### src/rtl/can_tx_scheduler.sv
// CAN transmit scheduler: shares one framer among NUM_MB mailboxes, lowest identifier first, one launch per idle window.
// Define CAN_TX_ONESHOT_EN for single-shot mode (no retry counter; any loss, error or timeout fails the mailbox).
module can_tx_scheduler #(
    parameter int NUM_MB      = 4,
    parameter int ID_W        = 11,
    parameter int RETRY_MAX   = 8,
    parameter int TIMEOUT_CYC = 4096,
    localparam int SEL_W      = (NUM_MB > 1) ? $clog2(NUM_MB) : 1,
    localparam int TMO_W      = $clog2(TIMEOUT_CYC)
) (
    input  logic                   clk,
    input  logic                   reset,
    input  logic                   interframePeriod,
    input  logic [NUM_MB-1:0]      txReq,
    input  logic [NUM_MB*ID_W-1:0] txId,
    input  logic                   txDone,
    input  logic                   txArbLost,
    input  logic                   txError,
    output logic                   txStart,
    output logic [SEL_W-1:0]       txSel,
    output logic [NUM_MB-1:0]      txAck,
    output logic [NUM_MB-1:0]      txFail,
    output logic                   busy,
    output logic [1:0]             dbgState
);
    // Framer handshake: txStart is a one-cycle launch; the framer answers with exactly one of
    // txDone/txArbLost/txError (one-cycle pulses), which only count while ACTIVE.
    typedef enum logic [1:0] {S_IDLE, S_SELECT, S_START, S_ACTIVE} state_e;

    state_e              state_q, state_d;
    logic [SEL_W-1:0]    sel_q, sel_d;
    logic [TMO_W-1:0]    tmo_q, tmo_d;
    logic                armed_q, armed_d;
    logic                start_q, start_d;
    logic [NUM_MB-1:0]   ack_q, ack_d;
    logic [NUM_MB-1:0]   fail_q, fail_d;
    logic [NUM_MB-1:0]   sel_mask;
    logic                err_ev;
    logic                win_valid;
    logic [ID_W-1:0]     win_id;
    logic [SEL_W-1:0]    win_idx;
`ifndef CAN_TX_ONESHOT_EN
    logic [7:0]          retry_q, retry_d, retry_inc;

    assign retry_inc = (retry_q == 8'hFF) ? retry_q : retry_q + 8'd1;
`endif

    assign sel_mask = {{(NUM_MB-1){1'b0}}, 1'b1} << sel_q;

    // Strict less-than keeps the lowest index on identifier ties.
    always_comb begin
        win_valid = 1'b0;
        win_id    = '0;
        win_idx   = '0;
        for (int i = 0; i < NUM_MB; i++) begin
            if (txReq[i] && (!win_valid || (txId[i*ID_W +: ID_W] < win_id))) begin
                win_valid = 1'b1;
                win_id    = txId[i*ID_W +: ID_W];
                win_idx   = SEL_W'(i);
            end
        end
    end

    always_comb begin
        state_d = state_q;
        sel_d   = sel_q;
        tmo_d   = tmo_q;
        start_d = 1'b0;
        ack_d   = '0;
        fail_d  = '0;
        err_ev  = 1'b0;
`ifndef CAN_TX_ONESHOT_EN
        retry_d = retry_q;
`endif
        // Any non-idle bus cycle re-arms; the launch cycle disarms until the bus leaves idle.
        armed_d = !interframePeriod || (armed_q && !start_q);
        case (state_q)
            S_IDLE: begin
                if ((|txReq) && interframePeriod && armed_q) state_d = S_SELECT;
            end
            S_SELECT: begin
                if (!win_valid) begin
                    state_d = S_IDLE;
                end else begin
                    sel_d   = win_idx;
                    start_d = 1'b1;
                    state_d = S_START;
`ifndef CAN_TX_ONESHOT_EN
                    if (win_idx != sel_q) retry_d = '0;
`endif
                end
            end
            S_START: begin
                tmo_d   = '0;
                state_d = S_ACTIVE;
            end
            S_ACTIVE: begin
                tmo_d  = tmo_q + 1'b1;
                err_ev = txError || (tmo_q == TMO_W'(TIMEOUT_CYC - 1));
`ifdef CAN_TX_ONESHOT_EN
                if (err_ev || txArbLost) begin
                    fail_d  = sel_mask;
                    state_d = S_IDLE;
                end else if (txDone) begin
                    ack_d   = sel_mask;
                    state_d = S_IDLE;
                end
`else
                if (err_ev) begin
                    state_d = S_IDLE;
                    if (retry_inc == 8'(RETRY_MAX)) begin
                        fail_d  = sel_mask;
                        retry_d = '0;
                    end else begin
                        retry_d = retry_inc;
                    end
                end else if (txArbLost) begin
                    state_d = S_IDLE;
                end else if (txDone) begin
                    ack_d   = sel_mask;
                    retry_d = '0;
                    state_d = S_IDLE;
                end
`endif
            end
            default: state_d = S_IDLE;
        endcase
    end

    always_ff @(posedge clk) begin
        if (reset) begin
            state_q <= S_IDLE;
            sel_q   <= '0;
            tmo_q   <= '0;
            armed_q <= 1'b1;
            start_q <= 1'b0;
            ack_q   <= '0;
            fail_q  <= '0;
`ifndef CAN_TX_ONESHOT_EN
            retry_q <= '0;
`endif
        end else begin
            state_q <= state_d;
            sel_q   <= sel_d;
            tmo_q   <= tmo_d;
            armed_q <= armed_d;
            start_q <= start_d;
            ack_q   <= ack_d;
            fail_q  <= fail_d;
`ifndef CAN_TX_ONESHOT_EN
            retry_q <= retry_d;
`endif
        end
    end

    assign txStart  = start_q;
    assign txSel    = sel_q;
    assign txAck    = ack_q;
    assign txFail   = fail_q;
    assign busy     = (state_q != S_IDLE);
    assign dbgState = state_q;
endmodule
### config.mk
export PLATFORM = sky130hd
export DESIGN_NAME = can_tx_scheduler
export DESIGN_NICKNAME = d
export VERILOG_FILES = /design/src/rtl/can_tx_scheduler.sv
export SDC_FILE = /design/constraint.sdc
export NUM_CORES = 1
export LEC_CHECK = 0
export CAP_MARGIN = 0
export CORE_MARGIN = 2
export CORE_UTILIZATION = 50
export DETAILED_ROUTE_END_ITERATION = 16
export GPL_ROUTABILITY_DRIVEN = 0
export PLACE_DENSITY = 0.83
export SLEW_MARGIN = 20
export SYNTH_ARGS = -nofsm -noshare
export SYNTH_HDL_FRONTEND = slang
export SYNTH_SLANG_ARGS = --single-unit
### constraint.sdc
create_clock -name clk -period 10.3 [get_ports clk]
set_clock_uncertainty 0.15 [all_clocks]
set_input_delay 2.06 -clock clk [delete_from_list [all_inputs] [get_ports clk]]
set_output_delay 2.06 -clock clk [all_outputs]
set_load 0.01 [all_outputs]
==> summary.txt, run 1 <==
Clocking
  • TritonCTS clock tree: done
  • Quantity of hold-fixing buffers added after cts: 0
  • CTS Buf Count: 5
  • Clock net sink count: 34
  • Clock buffer depth: 2
  • # H-tree levels: 2
  • Root buffer selected by CTS: clkbuf_8
  • Gates resized, CTS repair: 0
  • Worst-path clk slew: 0.08 ns
  • Clk_lat worst skew: 0.30 ns
  • Buffers inserted during post-CTS setup optimization: 0

Die
  • Vertical die dimension: 77.4 um
  • Horizontal die dimension: 77.4 um
  • Number of top-level design ports: 68
  • Initial Utilization: 52.4%
  • Cell row count: 26
  • Core region area: 5140 um^2
  • Die outline area: 5990 um^2

Detailed routing
  • Final wirelength: 7010 um
  • Wirelength per Cell: 14.4 um
  • Number of nets with antenna violations after detailed routing: 0
  • Post-detailed-route DRC marker count: 0
  • Detailed-route via count: 2798
  • Pre-Repair DR Iteration Count: 4
  • Count of routing violations after the opening detailed-route iteration: 127
  • Via-to-Cell Ratio: 5.75

Logic synthesis
  • Mapped Avg Cell Area: 7.61 um^2
  • Synth async-reset ratio: 0%
  • Synthesis Warnings: 0
  • Area of the mapped netlist: 2700 um^2
  • Share of synthesized area occupied by flip-flops and latches: 25.3%
  • Number of flops mapped to enable cells by yosys: 0
  • Area share of the largest cell type after synthesis: 25.3%
  • Top_reg_cell synth: dfxtp_1
  • Number of synthesized register bits: 34
  • Gate count after technology mapping: 354
  • Synthesized netlist net count: 440
  • Library cells used by synthesis: 51
  • Dominant cell type by area after synthesis: dfxtp_1
  • Top cells by area, synth: dfxtp_1, ha_1, nor2_1

Global route
  • Maximum number of pins on one net before global-route repair: 23
  • Wire length of the first global-routing pass: 12000 um
  • Via count of the first global-routing pass: 2713
  • Number of antenna violations at the first check in global routing: 0
  • Total track usage: 24.1%
  • Grt total ovfl: 0

Power
  • Power dissipated by switching net loads: 118 uW
  • Overall power of the completed layout: 408 uW
  • Worst voltage drop across the vdd grid: 64.4 uV
  • Switching power as a share of total power: 29.0%
  • Portion of total power attributed to combinational logic: 29.3%
  • Power Dens Cells: 115 nW/um^2
  • Reg power frac: 34.0%
  • Static Leak: 1.38 nW
  • Part of the power in the clock network: 36.7%
  • Internal power: 289 uW

Critical path
  • Critical path peak fanout: 22
  • Element type at the critical path end: flip-flop
  • Crit path launch type: primary input
  • Critical setup path kind: primary input to flip-flop
  • Worst endpoint data arrival time: 9.21 ns
  • Worst endpoint required time: 10.35 ns

Timing
  • Number of failing hold endpoints at the final stage: 0
  • Tmin final: 9.16 ns
  • Final setup violation count: 0
  • Slew @ Worst Pin: 0.839 ns
  • Max_slew headroom: 43.6%
  • Peak Freq: 0.109 GHz
  • Max-slew violation count: 0
  • Summed negative setup slack over all endpoints: 0 ns
  • Setup repair after global routing missed its margin: false
  • Tcrit/Tclk final: 88.9%

Run status
  • Status: completed

Run
  • Count of maximum capacitance violations: 0

Cells and area
  • Commonest non-fill, non-tap cell in the layout: clkdlybuf4s50_1
  • Total Nets Final: 502
  • Area overhead of the layout relative to synthesis: 31.8%
  • Layout cell share with drive strength beyond 1: 7.43%
  • Antenna diode instance count: 0
  • Most frequent cells in the layout: clkdlybuf4s50_1, nor2_1, nand2_1

Place
  • Port buffer count: 67
  • DP HPWL: 5540 um

Hold path
  • Worst min-delay path category: flip-flop to flip-flop
==> path summary, 6_finish.rpt <==
path,startpoint,to,slack [ns],cells past startpoint
setup / recovery,txReq[0],retry_q[0]$_SDFFE_PP0P_,1.14,25
hold / removal,tmo_q[1]$_SDFFE_PP0P_,tmo_q[1]$_SDFFE_PP0P_,0.34,2
setup reg to reg,tmo_q[0]$_SDFFE_PP0P_,retry_q[0]$_SDFFE_PP0P_,7.78,10
hold reg to reg,tmo_q[1]$_SDFFE_PP0P_,tmo_q[1]$_SDFFE_PP0P_,0.34,2
==> power by group through the flow <==
stage          Clock (mW)  Combinational [mW]  Sequential, mW
2_1_floorplan           0              0.0745           0.140
3_3_place_gp            0               0.114           0.141
3_5_place_dp            0               0.118           0.142
4_1_cts             0.150               0.119           0.139
5_1_grt             0.156               0.134           0.139
6_report            0.150               0.120           0.139
==> through the flow <==
stage / hold WS [ns] / instance area (um^2) / worst slack (ns) / cells / util, %
floorplan: 0.296 / 2700 / 1.47 / 354 / -
global placement: 0.313 / 3410 / 1.11 / 479 / 66.4
finish: 0.344 / 3550 / 1.14 / 487 / 69.1
global route: 0.384 / 3550 / 0.593 / 487 / 69.1
CTS: 0.348 / 3550 / 1.19 / 487 / 69.1
detailed placement: 0.331 / 3410 / 0.895 / 479 / 66.4
==> metal layers <==
metal | wire length [um] | vias to the layer above | GRT usage, %
met5 | 0 | - | 0
li1 | - | 1412 | -
met1 | 3200 | 1285 | 30.4
met4 | 96 | 0 | 6.96
met3 | 391 | 10 | 4.42
met2 | 3320 | 91 | 42.0
==> flip-flops by register name, indices dropped and copies added, names as in the netlist, named ones only <==
signal    cells
txFail        4
armed_q       1
tmo_q        12
retry_q       8
dbgState      1
txSel         2
txStart       1
txAck         4
==> worst max-delay path: stages <==
cell and delay, ns:
clkdlybuf4s50_1 0.92, nand2_1 0.12, ha_1 0.32, and3_1 0.21, a221oi_1 0.37, o22ai_1 0.18
or3b_2 0.66, a31oi_1 0.29, ha_1 0.28, a211o_1 0.31, o211ai_2 0.08, a221oi_2 0.09
or4_4 0.56, o21bai_2 0.42, buf_4 0.26, a21oi_1 0.09, ha_1 0.20, nor4_1 0.23
a32oi_1 0.14, a221oi_1 0.37, o21ai_0 0.15, a21oi_2 0.20, nand2_1 0.10, a41o_4 0.34
a311oi_2 0.24
==> kinds of logic after synthesis <==
family	synth area share, %
buffers and inverters	4.41
muxes	0.418
AOI/OAI and AO/OA	24.0
xor gates and xnor gates	3.58
DFF	25.3
and+or+nand+nor	27.4
adders and majority gates	14.9
==> cell type report <==
type | instances | area, um^2
clock buffers | 5 | 68.8
clock inverters | 3 | 68.8
fillers | 449 | 1590
inverters | 17 | 63.8
multi-input cells | 289 | 1900
flip-flops and latches | 34 | 681
well taps | 70 | 87.6
repair buffers | 69 | 686
==> synthesized netlist by cell type (all sizes together), types with 2 or more instances <==
library cell	count
a221oi	3
o31ai	2
nand3b	2
nand2b	9
a211oi	8
nand4	8
and3	6
nand3	7
or2	2
a311oi	3
nor2	55
a21oi	24
nor3	17
o21ai	14
nor4	3
dfxtp	34
a21o	5
o211ai	4
ha	32
a31oi	16
xor2	8
clkbuf	9
inv	17
or3	2
buf	5
or4	2
nand2	39
xnor2	3
(Power assumes the default switching activity.)
==> inputs of run 2 (changes only) <==
--- a/config.mk
+++ b/config.mk
@@ -9,9 +9,9 @@
 export CORE_MARGIN = 2
 export CORE_UTILIZATION = 50
 export DETAILED_ROUTE_END_ITERATION = 16
-export GPL_ROUTABILITY_DRIVEN = 0
 export PLACE_DENSITY = 0.83
 export SLEW_MARGIN = 20
 export SYNTH_ARGS = -nofsm -noshare
 export SYNTH_HDL_FRONTEND = slang
 export SYNTH_SLANG_ARGS = --single-unit
+export TNS_END_PERCENT = 30
==> run 2 against run 1 <==
Net effect:
- final area stayed put
- clock power hardly changed
- worst hold slack better by 0.0029 ns
- global-route usage is 0.39 points lower
- flip-flop and latch count stayed put
- worst setup slack worse by 0.027 ns
==> summary.txt, run 2 (synthesized netlist as in run 1, its figures left out) <==
Run status
  • Status: completed

Global route
  • Grt total ovfl: 0 (unchanged)
  • Number of antenna violations at the first check in global routing: 0 (unchanged)
  • Maximum number of pins on one net before global-route repair: 23 (unchanged)
  • Total track usage: 23.7% (-0.39 points)
  • Wire length of the first global-routing pass: 11700 um (-2.1%)
  • Via count of the first global-routing pass: 2640 (-2.7%)

Place
  • # placed instances: 479 (unchanged)
  • DP HPWL: 5430 um (-2.0%)
  • Global placer's final weighted congestion: 0.868
  • Port buffer count: 67 (unchanged)

Die
  • Cell row count: 26 (unchanged)
  • Number of top-level design ports: 68 (unchanged)
  • Core region area: 5140 um^2 (unchanged)
  • Horizontal die dimension: 77.4 um (unchanged)
  • Initial Utilization: 52.4% (unchanged)
  • Die outline area: 5990 um^2 (unchanged)
  • Vertical die dimension: 77.4 um (unchanged)

Cells and area
  • Antenna diode instance count: 0 (unchanged)
  • Count of placed standard cells in the final layout, fillers left out: 487 (unchanged)
  • Max reg flops: 12 (unchanged)
  • Most frequent cells in the layout: clkdlybuf4s50_1, nor2_1, nand2_1
  • Register ranked first by flip-flop count: tmo_q
  • Filler Cell Count: 472 (+5.1%)
  • Area overhead of the layout relative to synthesis: 31.8% (unchanged)
  • Commonest non-fill, non-tap cell in the layout: clkdlybuf4s50_1
  • Total Nets Final: 502 (unchanged)
  • Layout cell share with drive strength beyond 1: 7.43% (unchanged)
  • Biggest registers after layout: tmo_q x12, retry_q x8

Detailed routing
  • Detailed-route via count: 2781 (-0.61%)
  • Count of routing violations after the opening detailed-route iteration: 92 (-28%)
  • Number of nets with antenna violations after detailed routing: 0 (unchanged)
  • Via-to-Cell Ratio: 5.71 (-0.61%)
  • Wirelength per Cell: 14.1 um (-2.2%)
  • Final wirelength: 6860 um (-2.2%)
  • Pre-Repair DR Iteration Count: 4 (unchanged)
  • Post-detailed-route DRC marker count: 0 (unchanged)

Clocking
  • Quantity of hold-fixing buffers added after cts: 0 (unchanged)
  • Root buffer selected by CTS: clkbuf_8
  • CTS Buf Count: 5 (unchanged)
  • Worst-path clk slew: 0.08 ns (about the same)
  • Gates resized, CTS repair: 0 (unchanged)
  • Clock net sink count: 34 (unchanged)
  • # H-tree levels: 2 (unchanged)
  • TritonCTS clock tree: done
  • Buffers inserted during post-CTS setup optimization: 0 (unchanged)
  • Clk_lat worst skew: 0.28 ns (-0.02 ns)
  • Clock buffer depth: 2 (unchanged)

Timing
  • Setup repair after global routing missed its margin: false
  • Max-slew violation count: 0 (unchanged)
  • Tmin final: 9.19 ns (+0.0270 ns)
  • Number of failing hold endpoints at the final stage: 0 (unchanged)
  • Max_slew headroom: 43.3% (-0.22 points)
  • Tcrit/Tclk final: 89.2% (+0.26 points)
  • Slew @ Worst Pin: 0.847 ns (+0.00835 ns)
  • Summed negative setup slack over all endpoints: 0 ns (unchanged)
  • Peak Freq: 0.109 GHz (-0.29%)
  • WHS: 0.347 ns (+0.00289 ns)
  • Final setup violation count: 0 (unchanged)

Power
  • Power Dens Cells: 114 nW/um^2 (-0.62%)
  • Worst voltage drop across the vdd grid: 78.6 uV (+22%)
  • Overall power of the completed layout: 405 uW (-0.62%)
  • Static Leak: 1.38 nW (unchanged)

Hold path
  • Worst min-delay path category: flip-flop to flip-flop
  • Startpoint of the tightest hold check path: tmo_q[1]$_SDFFE_PP0P_

Run
  • Count of maximum capacitance violations: 0 (unchanged)

Critical path
  • Reg2Reg Launch Point: tmo_q[0]$_SDFFE_PP0P_
  • Element type at the critical path end: flip-flop
  • Worst endpoint required time: 10.34 ns (about the same)
  • Worst endpoint data arrival time: 9.22 ns (about the same)
  • Cell with the largest stage delay on the worst path: clkdlybuf4s50_1
  • Critical path peak fanout: 22 (unchanged)
  • Slowest stage delay, CP: 0.90 ns (-0.02 ns)
  • Critical setup path kind: primary input to flip-flop
  • Crit path from: txReq[0]
  • Crit path launch type: primary input
==> run 2: per-stage QoR <==
step / setup slack, ns / util [%] / area (um^2)
finish: 1.11 / 69.1 / 3550
global route: 0.573 / 69.1 / 3550
CTS: 1.17 / 69.1 / 3550
detailed placement: 0.892 / 66.4 / 3410
global placement: 1.06 / 66.4 / 3410
floorplan: 1.47 / - / 2700
==> run 2: cell type report <==
class                   count  area [um^2]  area share [%]
clock buffers               5         68.8            1.94
repair buffers             69          686            19.3
multi-input cells         289         1900            53.4
clock inverters             3         68.8            1.94
inverters                  17         63.8            1.80
well taps                  70         87.6            2.47
flip-flops and latches     34          681            19.2
==> run 2: path summary, 6_finish.rpt <==
check	to	slack [ns]	cells past startpoint
worst min register to register	tmo_q[1]$_SDFFE_PP0P_	0.35	2
worst max-delay path	retry_q[3]$_SDFFE_PP0P_	1.11	28
worst min-delay path	tmo_q[1]$_SDFFE_PP0P_	0.35	2
worst max register to register	retry_q[3]$_SDFFE_PP0P_	7.75	10
==> run 2: per-layer routing <==
metal / global-route usage (%) / up-vias / wire [um]
met3: 2.91 / 6 / 326
met5: 0 / - / 0
met4: 6.25 / 0 / 57
li1: - / 1408 / -
met1: 29.7 / 1270 / 3090
met2: 42.9 / 97 / 3390
==> run 2: report_power, final <==
part / internal (mW) / total (mW) / switching (mW) / leakage, nW
clock: 0.0970 / 0.148 / 0.0508 / 0.0683
combinational: 0.0589 / 0.119 / 0.0603 / 1.04
sequential: 0.134 / 0.138 / 0.00470 / 0.275
total: 0.289 / 0.405 / 0.116 / 1.38
==> run 2: worst max-delay path, delay by kind of cell <==
kind | cells | cell delay [ns]
AO/OA/AOI/OAI | 15 | 3.12
adder cells (fa/ha/maj) | 3 | 0.92
buffers and inverters | 2 | 1.17
AND/OR/NAND/NOR | 8 | 1.94
